**src/rtl/pipe_credit_fifo_if.sv**
```systemverilog
// Stream, credit and status signals between pipe_credit_fifo and its producer/consumer side.
// The fifo uses the slave modport; the master modport drives it.
interface pipe_credit_fifo_if #(
    parameter int WIDTH = 8,
    parameter int DEPTH = 16
);
    localparam int CW = $clog2(DEPTH + 1);

    logic             issue_in;
    logic             can_issue_out;
    logic             in_valid;
    logic [WIDTH-1:0] in_data;
    logic             out_valid;
    logic [WIDTH-1:0] out_data;
    logic             out_ready;
    logic             flush_in;
    logic [CW-1:0]    count_out;
    logic [CW-1:0]    inflight_out;
    logic             err_out;

    modport slave (
        input  issue_in, in_valid, in_data, out_ready, flush_in,
        output can_issue_out, out_valid, out_data, count_out, inflight_out, err_out
    );

    modport master (
        output issue_in, in_valid, in_data, out_ready, flush_in,
        input  can_issue_out, out_valid, out_data, count_out, inflight_out, err_out
    );
endinterface

```
**src/rtl/pipe_credit_fifo.sv**
```systemverilog
// Credit-gated FIFO behind a fixed-latency, non-stallable delay stage.
// A launch credit is granted only while buffered + in-flight samples stay below DEPTH.
module pipe_credit_fifo #(
    parameter int WIDTH = 8,
    parameter int DEPTH = 16
) (
    input  logic              clk_in,
    input  logic              rst_n_in,
    pipe_credit_fifo_if.slave bus
);
    localparam int CW = $clog2(DEPTH + 1);
    localparam int PW = (DEPTH > 1) ? $clog2(DEPTH) : 1;
    localparam logic [CW-1:0] DEPTH_C  = CW'(DEPTH);
    localparam logic [PW-1:0] LAST_PTR = PW'(DEPTH - 1);

    logic [WIDTH-1:0] mem [DEPTH];
    logic [PW-1:0]    rd_ptr;
    logic [PW-1:0]    wr_ptr;
    logic [CW-1:0]    count;
    logic [CW-1:0]    inflight;
    logic             out_valid_q;
    logic             err_q;

    logic [CW:0]      occupancy;
    logic             can_issue;
    logic             issue_acc;
    logic             issue_err;
    logic             pop;
    logic             full;
    logic             push;
    logic             drop;
    logic             underflow;
    logic [CW-1:0]    count_nxt;
    logic [CW-1:0]    inflight_nxt;

    function automatic logic [PW-1:0] ptr_inc(input logic [PW-1:0] p);
        return (p == LAST_PTR) ? '0 : p + 1'b1;
    endfunction

    // Credit is derived from registered state only, so the producer sees no input-to-output path.
    always_comb begin
        occupancy = {1'b0, count} + {1'b0, inflight};
        can_issue = occupancy < {1'b0, DEPTH_C};
        issue_acc = bus.issue_in && can_issue;
        issue_err = bus.issue_in && !can_issue;
        full      = (count == DEPTH_C);
        pop       = out_valid_q && bus.out_ready && !bus.flush_in;
        push      = bus.in_valid && !bus.flush_in && (!full || pop);
        drop      = bus.in_valid && !bus.flush_in && full && !pop;
        underflow = bus.in_valid && (inflight == '0) && !issue_acc;
    end

    always_comb begin
        inflight_nxt = inflight;
        unique case ({issue_acc, bus.in_valid})
            2'b10:   inflight_nxt = inflight + 1'b1;
            2'b01:   inflight_nxt = (inflight == '0) ? '0 : inflight - 1'b1;
            default: inflight_nxt = inflight;
        endcase
    end

    always_comb begin
        count_nxt = count;
        if (bus.flush_in) begin
            count_nxt = '0;
        end else begin
            unique case ({push, pop})
                2'b10:   count_nxt = count + 1'b1;
                2'b01:   count_nxt = count - 1'b1;
                default: count_nxt = count;
            endcase
        end
    end

    always_ff @(posedge clk_in or negedge rst_n_in) begin
        if (!rst_n_in) begin
            count       <= '0;
            inflight    <= '0;
            rd_ptr      <= '0;
            wr_ptr      <= '0;
            out_valid_q <= 1'b0;
            err_q       <= 1'b0;
        end else begin
            count       <= count_nxt;
            inflight    <= inflight_nxt;
            out_valid_q <= (count_nxt != '0);
            if (bus.flush_in) begin
                rd_ptr <= '0;
                wr_ptr <= '0;
            end else begin
                if (pop)  rd_ptr <= ptr_inc(rd_ptr);
                if (push) wr_ptr <= ptr_inc(wr_ptr);
            end
            if (issue_err || drop || underflow) err_q <= 1'b1;
        end
    end

    // Storage is deliberately left out of reset; out_data is only meaningful while out_valid.
    always_ff @(posedge clk_in) begin
        if (push) mem[wr_ptr] <= bus.in_data;
    end

    assign bus.can_issue_out = can_issue;
    assign bus.out_valid     = out_valid_q;
    assign bus.out_data      = mem[rd_ptr];
    assign bus.count_out     = count;
    assign bus.inflight_out  = inflight;
    assign bus.err_out       = err_q;
endmodule

```
**src/flat_wrapper.sv**
```systemverilog
// flat-port wrapper written by rule: the top's interface ports become plain ports
module pipe_credit_fifo_flat 
#(
    parameter int WIDTH = 8,
    parameter int DEPTH = 16
)
  (clk_in, rst_n_in, bus_issue_in, bus_in_valid, bus_in_data, bus_out_ready, bus_flush_in, bus_can_issue_out, bus_out_valid, bus_out_data, bus_count_out, bus_inflight_out, bus_err_out);
  pipe_credit_fifo_if #(.WIDTH(WIDTH), .DEPTH(DEPTH)) bus_i ();
  input  logic clk_in;
  input  logic rst_n_in;
  input wire logic [$bits(bus_i.issue_in)-1:0] bus_issue_in;
  input wire logic [$bits(bus_i.in_valid)-1:0] bus_in_valid;
  input wire logic [$bits(bus_i.in_data)-1:0] bus_in_data;
  input wire logic [$bits(bus_i.out_ready)-1:0] bus_out_ready;
  input wire logic [$bits(bus_i.flush_in)-1:0] bus_flush_in;
  output wire logic [$bits(bus_i.can_issue_out)-1:0] bus_can_issue_out;
  output wire logic [$bits(bus_i.out_valid)-1:0] bus_out_valid;
  output wire logic [$bits(bus_i.out_data)-1:0] bus_out_data;
  output wire logic [$bits(bus_i.count_out)-1:0] bus_count_out;
  output wire logic [$bits(bus_i.inflight_out)-1:0] bus_inflight_out;
  output wire logic [$bits(bus_i.err_out)-1:0] bus_err_out;
  assign bus_i.issue_in = bus_issue_in;
  assign bus_i.in_valid = bus_in_valid;
  assign bus_i.in_data = bus_in_data;
  assign bus_i.out_ready = bus_out_ready;
  assign bus_i.flush_in = bus_flush_in;
  assign bus_can_issue_out = bus_i.can_issue_out;
  assign bus_out_valid = bus_i.out_valid;
  assign bus_out_data = bus_i.out_data;
  assign bus_count_out = bus_i.count_out;
  assign bus_inflight_out = bus_i.inflight_out;
  assign bus_err_out = bus_i.err_out;
  pipe_credit_fifo #(.WIDTH(WIDTH), .DEPTH(DEPTH)) u_core (.clk_in(clk_in), .rst_n_in(rst_n_in), .bus(bus_i));
endmodule
```
**config.mk**
```make
export PLATFORM = sky130hd
export DESIGN_NAME = pipe_credit_fifo_flat
export DESIGN_NICKNAME = d
export VERILOG_FILES = /design/src/rtl/pipe_credit_fifo_if.sv /design/src/rtl/pipe_credit_fifo.sv /design/src/flat_wrapper.sv
export SDC_FILE = /design/constraint.sdc
export NUM_CORES = 1
export LEC_CHECK = 0
export BUFFER_PORTS_ARGS = -buffer_cell sky130_fd_sc_hd__buf_2
export CORE_MARGIN = 1
export CORE_UTILIZATION = 50
export CTS_CLUSTER_SIZE = 40
export DETAILED_ROUTE_END_ITERATION = 16
export HOLD_SLACK_MARGIN = 0.02
export PLACE_DENSITY = 0.77
export SKIP_CTS_REPAIR_TIMING = 1
export SLEW_MARGIN = 30
export SYNTH_ARGS = -nofsm -noshare
export SYNTH_HDL_FRONTEND = slang
export SYNTH_SLANG_ARGS = --single-unit
```
**constraint.sdc**
```tcl
create_clock -name clk_in -period 6.25 [get_ports clk_in]
set_input_delay 0.625 -clock clk_in [delete_from_list [all_inputs] [get_ports clk_in]]
set_output_delay 0.625 -clock clk_in [all_outputs]
set_load 0.03 [all_outputs]
```
==> summary.md, run 1 <==
| Metric | Value |
|---|---|
| Worst path slowest cell | dfrtp_1 |
| Outcome | complete, no violations |
| Fillers | 945 |
| Most frequent cells in the layout | edfxtp_1, buf_2, mux4_2 |
| Die H | approximately 120 um |
| Core area | 0.0126 mm^2 |
| Final period util | 54.3% |
| Distinct cells, synth | 55 |
| Slew Limit Headroom | 44.5% |
| ANT nets after route | 0 |
| Worst-margin pin slew | 829 ps |
| Fraction of registers with async set/reset | 13.5% |
| Worst vdd ir | 168 uV |
| Number of buffers created by CTS | 17 |
| Vias in the first global route | ~3600 |
| Startpoint Class | flop |
| FP Rows | 41 |
| Total gr overflow | 0 |
| First-pass GRT wire length | 20.0 mm |
| Diode count | 0 |
| Register bit total from synthesis | roughly 150 |
| Final nets | 457 |
| Post-Route WL | 12.8 mm |
| Seq/Total Area, Yosys | 67.4% |
| Synth Flop Type | edfxtp_1 |
| Vias per cell | 5.97 |
| Cell count after synthesis | roughly 390 |
| Mapped cell area | roughly 0.0064 mm^2 |
| Largest net degree at the start of global routing | 54 |
| Max Clk Rate | 294 MHz |
| Initial antenna violation count | 0 |
| Post-Synthesis Net Count | 418 |
| Die area | 0.0134 mm^2 |
| WL/cell | 20.9 um |
| Area growth syn-to-layout | 13.8% |
| Critical Path RT | 5620 ps |
| Cell count of the worst reg-to-reg path | 10 |
| Leak | around 2.5 nW |
| EDFF count, synth | 128 |
| Tmin final | 3400 ps |
| Total track usage | between 20% and 30% |
| Routability Congestion | 0.806 |
| Ys Warns | 0 |
| Clock root buffer | clkbuf_16 |
| Vias | 3663 |
| Clock Skew | roughly 14 ps |
| H-tree levels | 4 |
| Boundary pin count | 35 |
| # clock sinks | approximately 150 |
| Die width | 116 um |
| Max Cap Violations | 0 |
| Final hold violation count | 0 |
| Critical Path Sink Type | output port |
| Largest stage delay, worst path | around 810 ps |
| Multi-input gate area | between 0.0015 and 0.002 mm^2 |
| Arrival @ worst endpoint | about 2800 ps |
| CP max FO | 21 |
| Reg area | between 0.004 and 0.005 mm^2 |
| DRC | 0 |
| Hold_ws | 154 ps |
| Most common cell after layout, fill and taps aside | edfxtp_1 |
| CTS max path bufs | 2 |
| Port Buffer Count | 34 |
| Clock transition at path regs | 60 ps |
| DRT Pass-1 Iters | 5 |
| Power Dens Cells | between 300 and 400 mW/mm^2 |
| Share of post-route cells with drive strength above 1 | 23.1% |
| Final Slew Violations | 0 |
| Clk Latency, worst-skew pair | 420 ps |
| Final setup TNS | 0 ps |
| WS Path Type | reg2out |
| Mean Syn Cell Area | 16.5 um^2 |
| Unrepaired setup endpoints after global routing | no |
| Critical-path cell list | nand2b_1, a211oi_1, a311oi_1, a21o_1, a221o_1, buf_2 |
| Final setup fails | 0 |
| Starting Density | between 50% and 60% |
| Detailed Route Iter0 Violations | 345 |
| Min-Delay Path Class | in2async |
| HPWL Detailed | 8.08 mm |
| CTS tree | yes |
## path summary, 6_finish.rpt
path | from | slack [ps] | endpoint
setup reg to reg | u_core.bus.inflight_out[1] | 3430 | u_core.bus.inflight_out[4]
hold reg to reg | u_core.bus.err_out | 480 | u_core.bus.err_out
min in group clk_in | u_core.bus.err_out | 480 | u_core.bus.err_out
hold / removal | rst_n_in | 150 | u_core.bus.inflight_out[1]
setup / recovery | u_core.rd_ptr[2] | 2850 | bus_out_data[1]
max in group asynchronous | rst_n_in | 5760 | u_core.rd_ptr[0]
## state kept, by name, summed over array words and instances (netlist names)
register                 cells
u_core.bus.count_out         5
u_core.bus.err_out           1
u_core.bus.inflight_out      5
u_core.bus.out_valid         1
u_core.mem                 128
u_core.rd_ptr                4
u_core.wr_ptr                4
## stage by stage
stage	std cells	cell area (um^2)	worst slack, ps	total power, mW	util, %
after floorplan	391	6450	3210	1.54	-
final	614	7330	2850	2.63	58.1
after global routing	614	7330	2740	2.73	58.1
after detailed placement	583	6760	3330	1.65	53.5
after global placement	583	6750	3350	1.64	53.5
after CTS	614	7330	2870	2.64	58.1
## synth_stat cells (all sizes together), types with 2 or more instances
library cell,number,share of area (%)
nand2,13,0.76
nand3b,3,0.35
o21ai,6,0.47
nor2,13,0.76
xnor2,3,0.41
a21oi,14,1.1
and3,7,0.68
o211ai,3,0.35
a31oi,3,0.29
nand2b,3,0.29
a221o,8,1.2
a211oi,9,1.1
ha,13,2.5
nor3,9,0.87
xor2,2,0.27
a21o,9,1.0
o31ai,2,0.23
nor2b,21,2.0
mux4,24,8.4
dfrtp,20,7.8
nand4b,2,0.27
a311oi,10,1.4
or3,3,0.37
mux2i,10,1.6
inv,12,0.70
edfxtp,128,60
buf,10,1.4
clkbuf,8,0.49
and2,7,0.70
## cells by family (layout without fill, tap and decap cells)
group | after synthesis | in the layout | synth area share (%)
muxes | 35 | 35 | 10.2
AOI/OAI and AO/OA | 72 | 72 | 8.64
and+or+nand+nor | 88 | 88 | 8.07
adders and majority gates | 13 | 13 | 2.52
xor gates and xnor gates | 5 | 5 | 0.679
DFF | 148 | 148 | 67.4
buffers and inverters | 30 | 81 | 2.54
## worst max-delay path: cells and delay by family (launching register included)
kind | cells | cell delay, ps
flops | 1 | 810
simple gates | 1 | 360
buf+inv | 1 | 180
compound gates | 4 | 1000
## routing by layer
metal / vias up / share of wire [%] / global-route usage (%)
met5: - / 0 / 0
met2: 146 / 49 / 32.3
met3: 19 / 7.0 / 6.01
met4: 0 / 2.2 / 8.05
li1: 1644 / - / -
met1: 1854 / 42 / 28.5
## power breakdown
part	switching, mW	total, mW	internal (mW)
clock	0.402	0.995	0.593
sequential	0.0554	1.16	1.11
combinational	0.281	0.472	0.191
total	0.739	2.63	1.89
## cell type report
type	count	area share, %
clock buffer	18	5.85
timing repair buffer	38	2.73
tap	172	2.93
clock inverter	13	2.05
inverter	12	0.614
sequential	148	59.2
multi-input combinational	213	26.6
(Power assumes the default switching activity.)
==> inputs of run 2 (changes only) <==
--- a/config.mk
+++ b/config.mk
@@ -5,13 +5,14 @@
 export SDC_FILE = /design/constraint.sdc
 export NUM_CORES = 1
 export LEC_CHECK = 0
+export ABC_AREA = 1
 export BUFFER_PORTS_ARGS = -buffer_cell sky130_fd_sc_hd__buf_2
 export CORE_MARGIN = 1
 export CORE_UTILIZATION = 50
 export CTS_CLUSTER_SIZE = 40
 export DETAILED_ROUTE_END_ITERATION = 16
 export HOLD_SLACK_MARGIN = 0.02
-export PLACE_DENSITY = 0.77
+export PLACE_DENSITY = 0.8
 export SKIP_CTS_REPAIR_TIMING = 1
 export SLEW_MARGIN = 30
 export SYNTH_ARGS = -nofsm -noshare
==> constraint.sdc (replaced) <==
create_clock -name clk_in -period 2.9 [get_ports clk_in]
set_input_delay 0.29 -clock clk_in [delete_from_list [all_inputs] [get_ports clk_in]]
set_output_delay 0.29 -clock clk_in [all_outputs]
set_load 0.03 [all_outputs]
==> run 2 against run 1 <==
  * Die area is 0.49% lower
  * Register-to-register slack worse by 2800 ps
  * Wire length is 9.6% higher
  * Setup slack worse by 2700 ps
  * Largest power group unchanged
==> summary.md, run 2 <==
| Metric | Value |
|---|---|
| Total gr overflow | 0 |
| Post-Synthesis Net Count | 585 |
| First-pass GRT wire length | between 20 and 25 mm |
| Top-area cell type share of the netlist area | between 50% and 60% |
| Max Clk Rate | 368 MHz |
| Leak | 2.76 nW |
| WS Path Type | reg2out |
| Cell count after synthesis | 558 |
| Max Cap Violations | 0 |
| Starting Density | between 50% and 60% |
| Most common cell after layout, fill and taps aside | edfxtp_1 |
| WL/cell | 17.9 um |
| Mapped cell area | between 0.006 and 0.007 mm^2 |
| Max reg flops | around 130 |
| Switching Power | 1.52 mW |
| Die width | roughly 120 um |
| Startpoint Class | flop |
| Number of buffers created by CTS | 17 |
| Boundary pin count | 35 |
| Final nets | 628 |
| EDFF count, synth | 128 |
| Total track usage | 23.1% |
| Die H | 115 um |
| Seq/Total Area, Yosys | 67.7% |
| H-tree levels | 4 |
| Synth Flop Type | edfxtp_1 |
| Outcome | complete, no violations |
| Clock Skew | 12.0 ps |
| # clock sinks | around 150 |
| Power Total | roughly 5.5 mW |
| Top cells by area, synth | edfxtp_1, dfrtp_1, nand2_1, o21ai_0, nor2_1 |
| Arrival @ worst endpoint | 2420 ps |
| Largest net degree at the start of global routing | roughly 70 |
| Sw frac | ~28% |
| Final Slew Violations | 0 |
| CP max FO | 15 |
| DRT Pass-1 Iters | 5 |
| Int Pwr | 4.00 mW |
| Tmin final | between 2000 and 3000 ps |
| Core area | roughly 0.013 mm^2 |
| Most frequent cells in the layout | edfxtp_1, nand2_1, nor2_1 |
| Unrepaired setup endpoints after global routing | no |
| Detailed Route Iter0 Violations | around 550 |
| Port Buffer Count | 34 |
| Logic pwr share | 16.8% |
| Power Dens Cells | roughly 750 mW/mm^2 |
| Diode count | 0 |
| HPWL Detailed | 9.01 mm |
| Final hold violation count | 0 |
| FP Rows | 41 |
| Slew Limit Headroom | 47.5% |
| Worst vdd ir | 480 uV |
| Final setup TNS | 0 ps |
| Register bit total from synthesis | 148 |
| Yosys top cell by area | edfxtp_1 |
| Critical Path RT | 2610 ps |
| Fillers | 982 |
| Initial antenna violation count | 0 |
| Critical Path Sink Type | output port |
| Most frequent cells after synthesis | edfxtp_1, nand2_1, nor2_1 |
| Clk pwr share | 38.2% |
| Clk Latency, worst-skew pair | ~420 ps |
| DRC | 0 |
| Mean Syn Cell Area | approximately 11 um^2 |
| Distinct cells, synth | 36 |
| Worst-margin pin slew | 785 ps |
| Final period util | 93.6% |
| ANT nets after route | 0 |
| Ys Warns | 0 |
| Routability Congestion | 0.924 |
| Area growth syn-to-layout | 15.0% |
| Min-Delay Path Class | in2reg |
| CTS tree | yes |
| Fraction of registers with async set/reset | a little over an eighth |
| Top-count cell post-synth | edfxtp_1 |
| Vias per cell | 5.71 |
| Die area | 0.0133 mm^2 |
| CTS max path bufs | 2 |
| Seq pwr share | 45.0% |
| Clock transition at path regs | 60 ps |
| Vias in the first global route | 4378 |
| Clock root buffer | clkbuf_16 |
| Final setup fails | 0 |
| Top reg by flops | u_core.mem |
| Share of post-route cells with drive strength above 1 | around 14% |
| Post-Route WL | 14.1 mm |
| Vias | about 4500 |
-- run 2: cell count changes after synthesis, sizes merged, moves of 8 or more --
| cell | before | now |
|---|---|---|
| a211oi | 9 | 0 |
| nor2 | 13 | 64 |
| o22ai | 1 | 13 |
| mux2i | 10 | 0 |
| nand2 | 13 | 112 |
| nor2b | 21 | 0 |
| inv | 12 | 36 |
| a221o | 8 | 0 |
| mux4 | 24 | 0 |
| nand3 | 0 | 30 |
| o21ai | 6 | 56 |
| a21o | 9 | 0 |
-- run 2: logic make-up after synthesis --
family	share of synthesized area (%)
adders and majority gates	2.54
and+or+nand+nor	14.5
xor gates and xnor gates	0.683
buffers and inverters	3.90
DFF	67.7
AOI/OAI and AO/OA	10.7
-- run 2: worst max-delay path: stages, from the launching register on --
cell and delay (ps):
dfrtp_1 630, clkinvlp_4 370, nor2_4 400, nand3_1 180, nand4_1 170, nand2_1 80, buf_2 180
-- run 2: metrics by stage --
stage	instances	hold WS, ps	instance area (um^2)	setup WS (ps)	utilization [%]
2_1_floorplan	558	-5.59	6410	449	-
3_3_place_gp	753	283	6790	674	54.1
6_report	785	153	7380	185	58.7
3_5_place_dp	753	286	6790	608	54.1
5_1_grt	785	188	7380	57.6	58.7
4_1_cts	784	-165	7360	147	58.6
-- run 2: worst paths after layout --
check | start | to | slack (ps) | cells past startpoint
setup / recovery | u_core.rd_ptr[2] | bus_out_data[7] | 190 | 6
hold / removal | bus_issue_in | u_core.bus.err_out | 150 | 3
setup reg to reg | u_core.bus.count_out[1] | u_core.bus.inflight_out[4] | 660 | 11
hold reg to reg | u_core.bus.err_out | u_core.bus.err_out | 490 | 1
max in group asynchronous | rst_n_in | u_core.rd_ptr[0] | 2130 | 2
min in group asynchronous | rst_n_in | u_core.bus.out_valid | 380 | 2
-- run 2: routing by layer --
metal,wire length [um],up-vias,GRT usage (%)
met1,5480,2121,27.8
li1,-,2082,-
met4,608,0,12.6
met2,6860,237,38.4
met3,1120,41,6.01
met5,0,-,0
-- run 2: power groups by stage --
| stage | logic [mW] | clock network [mW] | registers [mW] |
|---|---|---|---|
| after global routing | 1.03 | 2.20 | 2.49 |
| after CTS | 0.927 | 2.14 | 2.48 |
| after detailed placement | 0.924 | 0 | 2.52 |
| final | 0.929 | 2.11 | 2.48 |
| after global placement | 0.883 | 0 | 2.52 |
| after floorplan | 0.573 | 0 | 2.57 |
-- run 2: layout make-up --
cell class	instances	area (um^2)	area share [%]
flip-flops and latches	148	4350	58.9
multi-input cells	351	1820	24.7
clock buffers	18	429	5.82
repair buffers	45	280	3.80
well taps	172	215	2.92
inverters	38	146	1.98
clock inverters	13	141	1.92
